### src/rtl/wb_pkg.sv
// rtl/wb_pkg.sv - shared Wishbone types, opcodes and default widths
package wb_pkg;

    localparam int WB_ADDR_WIDTH     = 16;
    localparam int WB_DATA_WIDTH     = 32;
    localparam int WB_GRANULE        = 8;
    localparam int WB_TIMEOUT_CYCLES = 16;

    localparam logic OP_CLASSIC_SINGLE_READ  = 1'b0;
    localparam logic OP_CLASSIC_SINGLE_WRITE = 1'b1;

    typedef enum logic [1:0] {
        IDLE = 2'd0,
        BUS  = 2'd1,
        RESP = 2'd2
    } wb_master_state_e;

    // Counter width able to hold TIMEOUT_CYCLES-1; never narrower than one bit.
    function automatic int unsigned wb_cnt_width(input int unsigned cycles);
        return (cycles > 1) ? $clog2(cycles) : 1;
    endfunction

endpackage

### src/rtl/wb_master_classic_if.sv
// rtl/wb_master_classic_if.sv - Wishbone classic bus signals with master/slave views
interface wb_master_classic_if
    import wb_pkg::*;
#(
    parameter int ADDR_WIDTH = WB_ADDR_WIDTH,
    parameter int DATA_WIDTH = WB_DATA_WIDTH,
    parameter int SEL_WIDTH  = WB_DATA_WIDTH / WB_GRANULE
) ();

    logic                  cyc_o;
    logic                  stb_o;
    logic                  we_o;
    logic [ADDR_WIDTH-1:0] adr_o;
    logic [SEL_WIDTH-1:0]  sel_o;
    logic [DATA_WIDTH-1:0] dat_o;
    logic [DATA_WIDTH-1:0] dat_i;
    logic                  ack_i;

    modport master (
        output cyc_o, stb_o, we_o, adr_o, sel_o, dat_o,
        input  dat_i, ack_i
    );

    modport slave (
        input  cyc_o, stb_o, we_o, adr_o, sel_o, dat_o,
        output dat_i, ack_i
    );

endinterface

### src/rtl/wb_timeout_counter.sv
// rtl/wb_timeout_counter.sv - counts enabled cycles, flags the last one before abort
module wb_timeout_counter
    import wb_pkg::*;
#(
    parameter int unsigned TIMEOUT_CYCLES = WB_TIMEOUT_CYCLES
) (
    input  logic clk_i,
    input  logic rst_i,
    input  logic clear_i,
    input  logic enable_i,
    output logic expired_o
);

    localparam int unsigned CW = wb_cnt_width(TIMEOUT_CYCLES);
    localparam logic [CW-1:0] LAST = CW'(TIMEOUT_CYCLES - 1);
    localparam bit ENABLED = (TIMEOUT_CYCLES != 0);

    logic [CW-1:0] cnt_q;
    logic [CW-1:0] cnt_d;

    always_comb begin
        cnt_d = cnt_q;
        if (clear_i) begin
            cnt_d = '0;
        end else if (enable_i && ENABLED) begin
            cnt_d = cnt_q + CW'(1);
        end
    end

    always_ff @(posedge clk_i or negedge rst_i) begin
        if (!rst_i) begin
            cnt_q <= '0;
        end else begin
            cnt_q <= cnt_d;
        end
    end

    // Asserted during the cycle whose closing edge would be the TIMEOUT_CYCLES-th without ACK.
    assign expired_o = ENABLED && enable_i && (cnt_q == LAST);

endmodule

### src/rtl/wb_master_classic.sv
// rtl/wb_master_classic.sv - command/response stream to one Wishbone classic single cycle
module wb_master_classic
    import wb_pkg::*;
#(
    parameter  int          ADDR_WIDTH     = WB_ADDR_WIDTH,
    parameter  int          DATA_WIDTH     = WB_DATA_WIDTH,
    parameter  int          GRANULE        = WB_GRANULE,
    localparam int          SEL_WIDTH      = DATA_WIDTH / GRANULE,
    parameter  int unsigned TIMEOUT_CYCLES = WB_TIMEOUT_CYCLES
) (
    input  logic                  clk_i,
    input  logic                  rst_i,

    input  logic                  cmd_valid_i,
    output logic                  cmd_ready_o,
    input  logic                  cmd_we_i,
    input  logic [ADDR_WIDTH-1:0] cmd_adr_i,
    input  logic [SEL_WIDTH-1:0]  cmd_sel_i,
    input  logic [DATA_WIDTH-1:0] cmd_dat_i,

    output logic                  rsp_valid_o,
    input  logic                  rsp_ready_i,
    output logic [DATA_WIDTH-1:0] rsp_dat_o,
    output logic                  rsp_err_o,

    wb_master_classic_if.master   wb
);

    wb_master_state_e      state_q, state_d;
    logic                  cyc_q, cyc_d;
    logic                  stb_q, stb_d;
    logic                  we_q, we_d;
    logic [ADDR_WIDTH-1:0] adr_q, adr_d;
    logic [SEL_WIDTH-1:0]  sel_q, sel_d;
    logic [DATA_WIDTH-1:0] dat_q, dat_d;
    logic                  rsp_valid_q, rsp_valid_d;
    logic                  rsp_err_q, rsp_err_d;
    logic [DATA_WIDTH-1:0] rsp_dat_q, rsp_dat_d;

    logic in_bus;
    logic expired;

    assign in_bus = (state_q == BUS);

    wb_timeout_counter #(
        .TIMEOUT_CYCLES (TIMEOUT_CYCLES)
    ) u_timeout (
        .clk_i     (clk_i),
        .rst_i     (rst_i),
        .clear_i   (!in_bus),
        .enable_i  (in_bus && !wb.ack_i),
        .expired_o (expired)
    );

    assign cmd_ready_o = (state_q == IDLE) && !rsp_valid_q;

    always_comb begin
        state_d     = state_q;
        cyc_d       = cyc_q;
        stb_d       = stb_q;
        we_d        = we_q;
        adr_d       = adr_q;
        sel_d       = sel_q;
        dat_d       = dat_q;
        rsp_valid_d = rsp_valid_q;
        rsp_err_d   = rsp_err_q;
        rsp_dat_d   = rsp_dat_q;

        unique case (state_q)
            IDLE: begin
                if (cmd_valid_i && cmd_ready_o) begin
                    we_d    = cmd_we_i;
                    adr_d   = cmd_adr_i;
                    sel_d   = cmd_sel_i;
                    dat_d   = cmd_dat_i;
                    cyc_d   = 1'b1;
                    stb_d   = 1'b1;
                    state_d = BUS;
                end
            end
            BUS: begin
                // ACK is tested first so an ACK on the timeout edge completes normally.
                if (wb.ack_i) begin
                    rsp_dat_d   = (we_q == OP_CLASSIC_SINGLE_WRITE) ? '0 : wb.dat_i;
                    rsp_err_d   = 1'b0;
                    rsp_valid_d = 1'b1;
                    cyc_d       = 1'b0;
                    stb_d       = 1'b0;
                    we_d        = 1'b0;
                    state_d     = RESP;
                end else if (expired) begin
                    rsp_dat_d   = '0;
                    rsp_err_d   = 1'b1;
                    rsp_valid_d = 1'b1;
                    cyc_d       = 1'b0;
                    stb_d       = 1'b0;
                    we_d        = 1'b0;
                    state_d     = RESP;
                end
            end
            RESP: begin
                if (rsp_ready_i) begin
                    rsp_valid_d = 1'b0;
                    state_d     = IDLE;
                end
            end
            default: begin
                state_d = IDLE;
            end
        endcase
    end

    always_ff @(posedge clk_i or negedge rst_i) begin
        if (!rst_i) begin
            state_q     <= IDLE;
            cyc_q       <= 1'b0;
            stb_q       <= 1'b0;
            we_q        <= 1'b0;
            adr_q       <= '0;
            sel_q       <= '0;
            dat_q       <= '0;
            rsp_valid_q <= 1'b0;
            rsp_err_q   <= 1'b0;
            rsp_dat_q   <= '0;
        end else begin
            state_q     <= state_d;
            cyc_q       <= cyc_d;
            stb_q       <= stb_d;
            we_q        <= we_d;
            adr_q       <= adr_d;
            sel_q       <= sel_d;
            dat_q       <= dat_d;
            rsp_valid_q <= rsp_valid_d;
            rsp_err_q   <= rsp_err_d;
            rsp_dat_q   <= rsp_dat_d;
        end
    end

    assign wb.cyc_o    = cyc_q;
    assign wb.stb_o    = stb_q;
    assign wb.we_o     = we_q;
    assign wb.adr_o    = adr_q;
    assign wb.sel_o    = sel_q;
    assign wb.dat_o    = dat_q;

    assign rsp_valid_o = rsp_valid_q;
    assign rsp_err_o   = rsp_err_q;
    assign rsp_dat_o   = rsp_dat_q;

endmodule
### src/flat_wrapper.sv
// flat-port wrapper written by rule: the top's interface ports become plain ports
module wb_master_classic_flat import wb_pkg::*;
#(
    parameter  int          ADDR_WIDTH     = WB_ADDR_WIDTH,
    parameter  int          DATA_WIDTH     = WB_DATA_WIDTH,
    parameter  int          GRANULE        = WB_GRANULE,
    localparam int          SEL_WIDTH      = DATA_WIDTH / GRANULE,
    parameter  int unsigned TIMEOUT_CYCLES = WB_TIMEOUT_CYCLES
)
  (clk_i, rst_i, cmd_valid_i, cmd_ready_o, cmd_we_i, cmd_adr_i, cmd_sel_i, cmd_dat_i, rsp_valid_o, rsp_ready_i, rsp_dat_o, rsp_err_o, wb_cyc_o, wb_stb_o, wb_we_o, wb_adr_o, wb_sel_o, wb_dat_o, wb_dat_i, wb_ack_i);
  wb_master_classic_if #(.ADDR_WIDTH(ADDR_WIDTH), .DATA_WIDTH(DATA_WIDTH)) wb_i ();
  input  logic clk_i;
  input  logic rst_i;
  input  logic cmd_valid_i;
  output logic cmd_ready_o;
  input  logic cmd_we_i;
  input  logic [ADDR_WIDTH-1:0] cmd_adr_i;
  input  logic [SEL_WIDTH-1:0] cmd_sel_i;
  input  logic [DATA_WIDTH-1:0] cmd_dat_i;
  output logic rsp_valid_o;
  input  logic rsp_ready_i;
  output logic [DATA_WIDTH-1:0] rsp_dat_o;
  output logic rsp_err_o;
  output wire logic [$bits(wb_i.cyc_o)-1:0] wb_cyc_o;
  output wire logic [$bits(wb_i.stb_o)-1:0] wb_stb_o;
  output wire logic [$bits(wb_i.we_o)-1:0] wb_we_o;
  output wire logic [$bits(wb_i.adr_o)-1:0] wb_adr_o;
  output wire logic [$bits(wb_i.sel_o)-1:0] wb_sel_o;
  output wire logic [$bits(wb_i.dat_o)-1:0] wb_dat_o;
  input wire logic [$bits(wb_i.dat_i)-1:0] wb_dat_i;
  input wire logic [$bits(wb_i.ack_i)-1:0] wb_ack_i;
  assign wb_cyc_o = wb_i.cyc_o;
  assign wb_stb_o = wb_i.stb_o;
  assign wb_we_o = wb_i.we_o;
  assign wb_adr_o = wb_i.adr_o;
  assign wb_sel_o = wb_i.sel_o;
  assign wb_dat_o = wb_i.dat_o;
  assign wb_i.dat_i = wb_dat_i;
  assign wb_i.ack_i = wb_ack_i;
  wb_master_classic #(.ADDR_WIDTH(ADDR_WIDTH), .DATA_WIDTH(DATA_WIDTH), .GRANULE(GRANULE), .TIMEOUT_CYCLES(TIMEOUT_CYCLES)) u_core (.clk_i(clk_i), .rst_i(rst_i), .cmd_valid_i(cmd_valid_i), .cmd_ready_o(cmd_ready_o), .cmd_we_i(cmd_we_i), .cmd_adr_i(cmd_adr_i), .cmd_sel_i(cmd_sel_i), .cmd_dat_i(cmd_dat_i), .rsp_valid_o(rsp_valid_o), .rsp_ready_i(rsp_ready_i), .rsp_dat_o(rsp_dat_o), .rsp_err_o(rsp_err_o), .wb(wb_i));
endmodule
### config.mk
export PLATFORM = sky130hd
export DESIGN_NAME = wb_master_classic_flat
export DESIGN_NICKNAME = d
export VERILOG_FILES = /design/src/rtl/wb_pkg.sv /design/src/rtl/wb_master_classic_if.sv /design/src/rtl/wb_timeout_counter.sv /design/src/rtl/wb_master_classic.sv /design/src/flat_wrapper.sv
export SDC_FILE = /design/constraint.sdc
export NUM_CORES = 1
export LEC_CHECK = 0
export CAP_MARGIN = 15
export CORE_MARGIN = 8
export CORE_UTILIZATION = 45
export CTS_CLUSTER_DIAMETER = 40
export DETAILED_ROUTE_END_ITERATION = 12
export DONT_BUFFER_PORTS = 1
export SLEW_MARGIN = 20
export SYNTH_ARGS = -nofsm -noshare
export SYNTH_HDL_FRONTEND = slang
export SYNTH_HIERARCHICAL = 1
export SYNTH_SLANG_ARGS = --single-unit
### constraint.sdc
create_clock -name clk_i -period 4.1 [get_ports clk_i]
set_input_delay 0.82 -clock clk_i [delete_from_list [all_inputs] [get_ports clk_i]]
set_output_delay 0.82 -clock clk_i [all_outputs]
set_load 0.005 [all_outputs]
; ---- After elaboration in Yosys (flattened, before gate mapping)
; Cells that the tools add are included.
[word_totals]
ff_bits = 94
word_cells = 54
in_bits = 90
[op_classes]
addsub = 1
n_mux = 21
reduce_logical = 15
eq_ne = 7
[ops]
columns = cell, count
row1 = $mux W32, 3
row2 = $reduce_and A3 Y1, 3
row3 = $mux W1, 8
row4 = $mux W2, 4
row5 = $mux W4, 2
row6 = $ne A2 B2 Y1 const B, 3
row7 = $pmux W1 S2, 3
row8 = $pmux W2 S3, 1
row9 = $reduce_bool A2 Y1, 3
row10 = $add A4 B1 Y4 const B, 1
row11 = $eq A4 B4 Y1 const B, 1
row12 = $logic_and A1 B1 Y1, 4
row13 = $reduce_and A2 Y1, 2
row14 = $ne A3 B3 Y1 const B, 1
row15 = $eq A2 B1 Y1 const B, 1
row16 = $eq A2 B2 Y1 const B, 1
row17 = $logic_not A1 Y1, 2
row18 = $logic_not A2 Y1, 1

; ---- Depth between registers and ports, before layout
[logic_depth]
depth_word = 6
ltp_mapped = 11

; ---- Hierarchy
; The synthesis kept the hierarchy.
[modules_own_cells]
columns = module, area_each_um2, instances, seq_area_each_um2, cells_each
row1 = wb_master_classic, 3789.9, 1, 2252.2, 289
row2 = wb_timeout_counter, 227.7, 1, 100.1, 18

; ---- Least setup slack after synthesis
; Ideal clock, no wire load.
[synth_path]
path_type = input-to-reg
start = in wb_ack_i
end = reg u_core.state_q[0]
required_ns = 3.975
slack_ns = 2.075
stages = 6
setup_ns = 0.125
t_arrival_ns = 1.900
path_cell_list = nor2_1 -> buf_6 -> and4_1 -> nor3b_2 -> a221oi_2 -> mux2_2
[synth_between]
elab_chain_cells = 5
word_cells_on_any_way = 7
classes_between = eq/ne (1) / mux (2) / reduce/logical (4)
[synth_lines]
columns = element, line_no
row1 = from (decl), flat_wrapper.sv:31  ; input wire logic [$bits(wb_i.ack_i)-1:0] wb_ack_i;
row2 = $logic_not A1 Y1, wb_master_classic.sv:51  ; .enable_i (in_bus && !wb.ack_i),
row3 = $logic_and A1 B1 Y1, wb_master_classic.sv:51
row4 = $logic_and A1 B1 Y1, wb_timeout_counter.sv:39  ; assign expired_o = ENABLED && enable_i && (cnt_q == LAST);
row5 = named net u_core.expired, wb_master_classic.sv:41  ; logic expired;
row6 = $ne A3 B3 Y1 (no line), --
row7 = $reduce_and A3 Y1 (no line), --
row8 = to (signal assigned), wb_master_classic.sv:126  ; state_q <= state_d;
row9 = to (decl), wb_master_classic.sv:29  ; wb_master_state_e state_q, state_d;
; The timed path passes the listed nets, and every way through them passes these cells.
; A chain may end at the register's enable or synchronous reset.

; ---- Worst setup path after layout
[layout_path]
start = reg u_core.state_q[1]
end = reg u_core.rsp_dat_q[12], in the netlist u_core/rsp_dat_o[12]
[layout_between]
elab_chain_cells = 5
[layout_lines]
columns = element, line_no
row1 = $eq A2 B1 Y1, wb_master_classic.sv:43  ; assign in_bus = (state_q == BUS);
row2 = $logic_and A1 B1 Y1, wb_master_classic.sv:51
row3 = $logic_and A1 B1 Y1, wb_timeout_counter.sv:39
row4 = named net u_core.expired, wb_master_classic.sv:41
row5 = $reduce_bool A2 Y1 (no line), --
row6 = $reduce_and A2 Y1 (no line), --
row7 = to (signal assigned), wb_master_classic.sv:135  ; rsp_dat_q <= rsp_dat_d;
row8 = to (decl), wb_master_classic.sv:38  ; logic [DATA_WIDTH-1:0] rsp_dat_q, rsp_dat_d;
; The timed path passes the listed nets, and every way through them passes these cells.

==> results.py <==
metrics = {
    "yosys": {
        "synth_nets": 403,
        "synthArstFlopShare": 1.000,
        "synth-simple-area-share": 0.09343,
        "synth_top_area_share": 0.5855,
        "muxShareOfSynthArea": 0.2068,
        "synth_fa_ha_area_frac": 0.01869,
        "synthesis.area_sq_um": 4018,
        "synth_cell_types": 27,
        "synth_xor_area_frac": 0.002180,
        "synth_common_cells": "94 x dfrtp_1, 67 x nand2_1, 51 x mux2_4, 32 x o21ai_0, 8 x buf_2",
        "yosysTopAreaCell": "dfrtp_1",
        "synth_warnings": 6,
        "synth-edff-count": 0,
        "syn-instance-count": 307,
        "ys.flop_type": "dfrtp_1",
        "synth_area_leaders": "dfrtp_1 59%, mux2_4 19%, nand2_1 6.3%, o21ai_0 4.0%, ha_1 1.9%",
        "synth_compound_area_frac": 0.05730,
        "synth_area_per_cell_sq_um": 13.09,
        "yosysSeqAreaShare": 0.5855,
        "synth-seq-cells": 94,
        "yosysMostFrequentCell": "dfrtp_1",
        "synth_top_family_by_area": "multiplexers",
    },
    "worst_setup_path": {
        "path_max_fanout": 47,
        "worstPathArrival_ns": 2.78,
        "reg2reg_from": "u_core/state_q[1]",
        "worstPathCellList": "inv_1 > ha_1 > inv_1 > nor2_1 > and4_1 > o21ai_4 > buf_4 > nand2_1 > o21ai_0",
        "reg2reg_depth": 9,
        "cpPeakStageDelay_ns": 0.42,
        "cp-end-kind": "register",
        "crit_top_cell": "inv_1",
        "cp-startpoint": "u_core/state_q[1]",
        "rr_endpoint": "u_core/rsp_dat_o[12]",
        "critPathKind": "register to register",
        "start_kind": "register",
        "required_ns": 4.30,
        "reg2reg_setup_slack_ns": 1.52,
        "worst_path_max_delay_cell": "nor2_1",
    },
    "timing": {
        "setup_slack_ns": 1.524,
        "hold_violations": 0,
        "post-route-period-util": 0.6283,
        "setup_viol": 0,
        "drv_slew": 0,
        "grt_setup_unrepaired": "no",
        "tightestPinTransition_ns": 0.9539,
        "setup_tns_ns": 0,
        "fin_crit_ns": 2.576,
        "slew_headroom": 0.3641,
        "max_freq_mhz": 388.2,
        "finClkSkew_ns": 0.01388,
    },
    "clocking": {
        "cts_tree": "yes",
        "hold_buffers": 0,
        "cts_max_path_buffers": 2,
        "clk_pin_slew_ns": 0.09,
        "clock-root-buffer": "clkbuf_8",
        "htree_num_levels": 3,
        "clock_sinks": 94,
        "cts-buffers-inserted": 9,
        "worstSkewPairLatency_ns": 0.35,
        "post_cts_buffers": 0,
        "postCtsResizedCells": 0,
    },
    "detailed_routing": {
        "drt_wl_total_microns": 8563,
        "dr.pass1.iters": 4,
        "via_per_inst": 5.232,
        "drc_errors": 0,
        "first_iter_violations": 144,
        "wl_per_cell_microns": 20.68,
        "ant_nets": 0,
        "vias": 2166,
    },
    "floorplan": {
        "die_h_microns": 110.5,
        "start_util": 0.4629,
        "coreArea_sq_um": 8678,
        "io_pins": 180,
        "die-area_sq_um": 12210,
        "die_w_microns": 110.5,
        "std_cell_rows": 34,
    },
    "grt": {
        "grt_max_degree": 95,
        "gr-max-usage-layer": "met2",
        "grt_first_pass_wirelength_microns": 13500,
        "use_met2": 0.2182,
        "grt_use_met3": 0.05249,
        "antenna_found_initial": 0,
        "grt.overflow.total": 0,
        "grt_pass1_vias": 2258,
        "grtUsageTotal": 0.1366,
        "met1_usage": 0.1629,
    },
    "placement": {
        "routabilityCongestion": 0.6961,
        "place_hpwl_microns": 6270,
        "dp_cells": 398,
        "port_buffers": 0,
        "place_ws_ns": 1.510,
    },
    "power_and_ir_drop": {
        "ir_drop_v": 0.0001786,
        "p_leak_nw": 2.187,
        "finalPower_w": 0.001524,
        "p_per_area_nw_per_um2": 359.1,
    },
    "worst_hold_path": {
        "min_path_type": "input port to async pin",
    },
    "finish": {
        "num-nets-final": 397,
        "area_growth_pct": 5.668,
        "final_cells": 414,
        "drive_gt1_frac": 0.2582,
        "n_antenna_cell": 0,
    },
    "outcome": {
        "status": "completed",
    },
    "flow_run": {
        "maxCapViolCount": 0,
    },
}
[cell type report]
type	instances	area [sq um]
clock buffers	11	151.4
clock inverters	5	41.29
fillers	774	4433
inverters	5	18.77
multi-input cells	190	1539
flip-flops and latches	94	2352
well taps	108	135.1
repair buffers	1	7.507
[worst max-delay path by stage]
stage | endpoint | slack (ns) | cells past startpoint
final | u_core/rsp_dat_o[12] | 1.52 | 9
after global placement | u_core/state_q[1] | 1.64 | 8
after CTS | u_core/rsp_dat_o[12] | 1.51 | 9
after global routing | u_core/rsp_dat_o[7] | 1.24 | 8
after detailed placement | u_core/rsp_dat_o[7] | 1.51 | 8
after floorplan | u_core/state_q[0] | 2.08 | 6
[critical path: cells and delay by family, from the launching register on]
kind                       cells  cell delay (ns)
and+or+nand+nor                3             0.89
buffers and inverters          3             0.59
DFF                            1             0.41
adders and majority gates      1             0.29
AOI/OAI and AO/OA              2             0.25
[cell families after synthesis]
| family | Yosys count |
|---|---|
| adder cells (fa/ha/maj) | 6 |
| multiplexers | 57 |
| XOR/XNOR | 1 |
| flip-flops | 94 |
| buffers and inverters | 23 |
| AND/OR/NAND/NOR | 83 |
| AO/OA/AOI/OAI | 43 |
[placed cells by master (no fill, tap or decap)]
master	n
dfrtp_1	94
nand2_1	67
mux2_4	51
o21ai_0	32
clkbuf_8	11
o21ai_1	6
ha_1	6
inv_1	5
nor2_1	5
mux2_2	4
clkinv_4	2
clkinvlp_4	2
nand2b_1	2
mux2i_1	2
a21oi_1	2
inv_6	1
and2b_2	1
nand2_4	1
nor3b_2	1
a221oi_2	1
o21ai_4	1
nor2b_4	1
nor4bb_1	1
buf_4	1
and4_1	1
nor2b_1	1
nand4_4	1
xnor2_1	1
a21bo_1	1
nand3b_1	1
[routing by layer]
| metal | up-vias | part of all wire | wire length [microns] |
|---|---|---|---|
| li1 | 1011 | - | - |
| met1 | 1051 | 0.41 | 3498 |
| met2 | 95 | 0.49 | 4192 |
| met3 | 9 | 0.089 | 759 |
| met4 | 0 | 0.013 | 112 |
| met5 | - | 0 | 0 |
[power by group]
part	switching [W]	leakage, nW	total [W]	internal [W]
Clock	0.000323	0.0922	0.000581	0.000258
Combinational	0.00000936	0.787	0.0000157	0.00000637
Sequential	0.00000113	1.31	0.000928	0.000927
[registers in the layout (all words and copies together) (netlist names)]
name / flops
u_core/rsp_dat_o: 32
u_core/rsp_err_o: 1
u_core/rsp_valid_o: 1
u_core/state_q: 2
u_core/u_timeout/cnt_q: 4
u_core/wb.adr_o: 16
u_core/wb.dat_o: 32
u_core/wb.sel_o: 4
u_core/wb.stb_o: 1
u_core/wb.we_o: 1
[stage by stage]
step	cell area (sq um)	hold slack, ns	util
floorplan	4018	0.4733	-
global placement	4048	0.5038	0.4664
detailed placement	4048	0.5114	0.4664
CTS	4240	0.1251	0.4886
global route	4245	0.1232	0.4892
finish	4245	0.1562	0.4892
(Power assumes the default switching activity.)
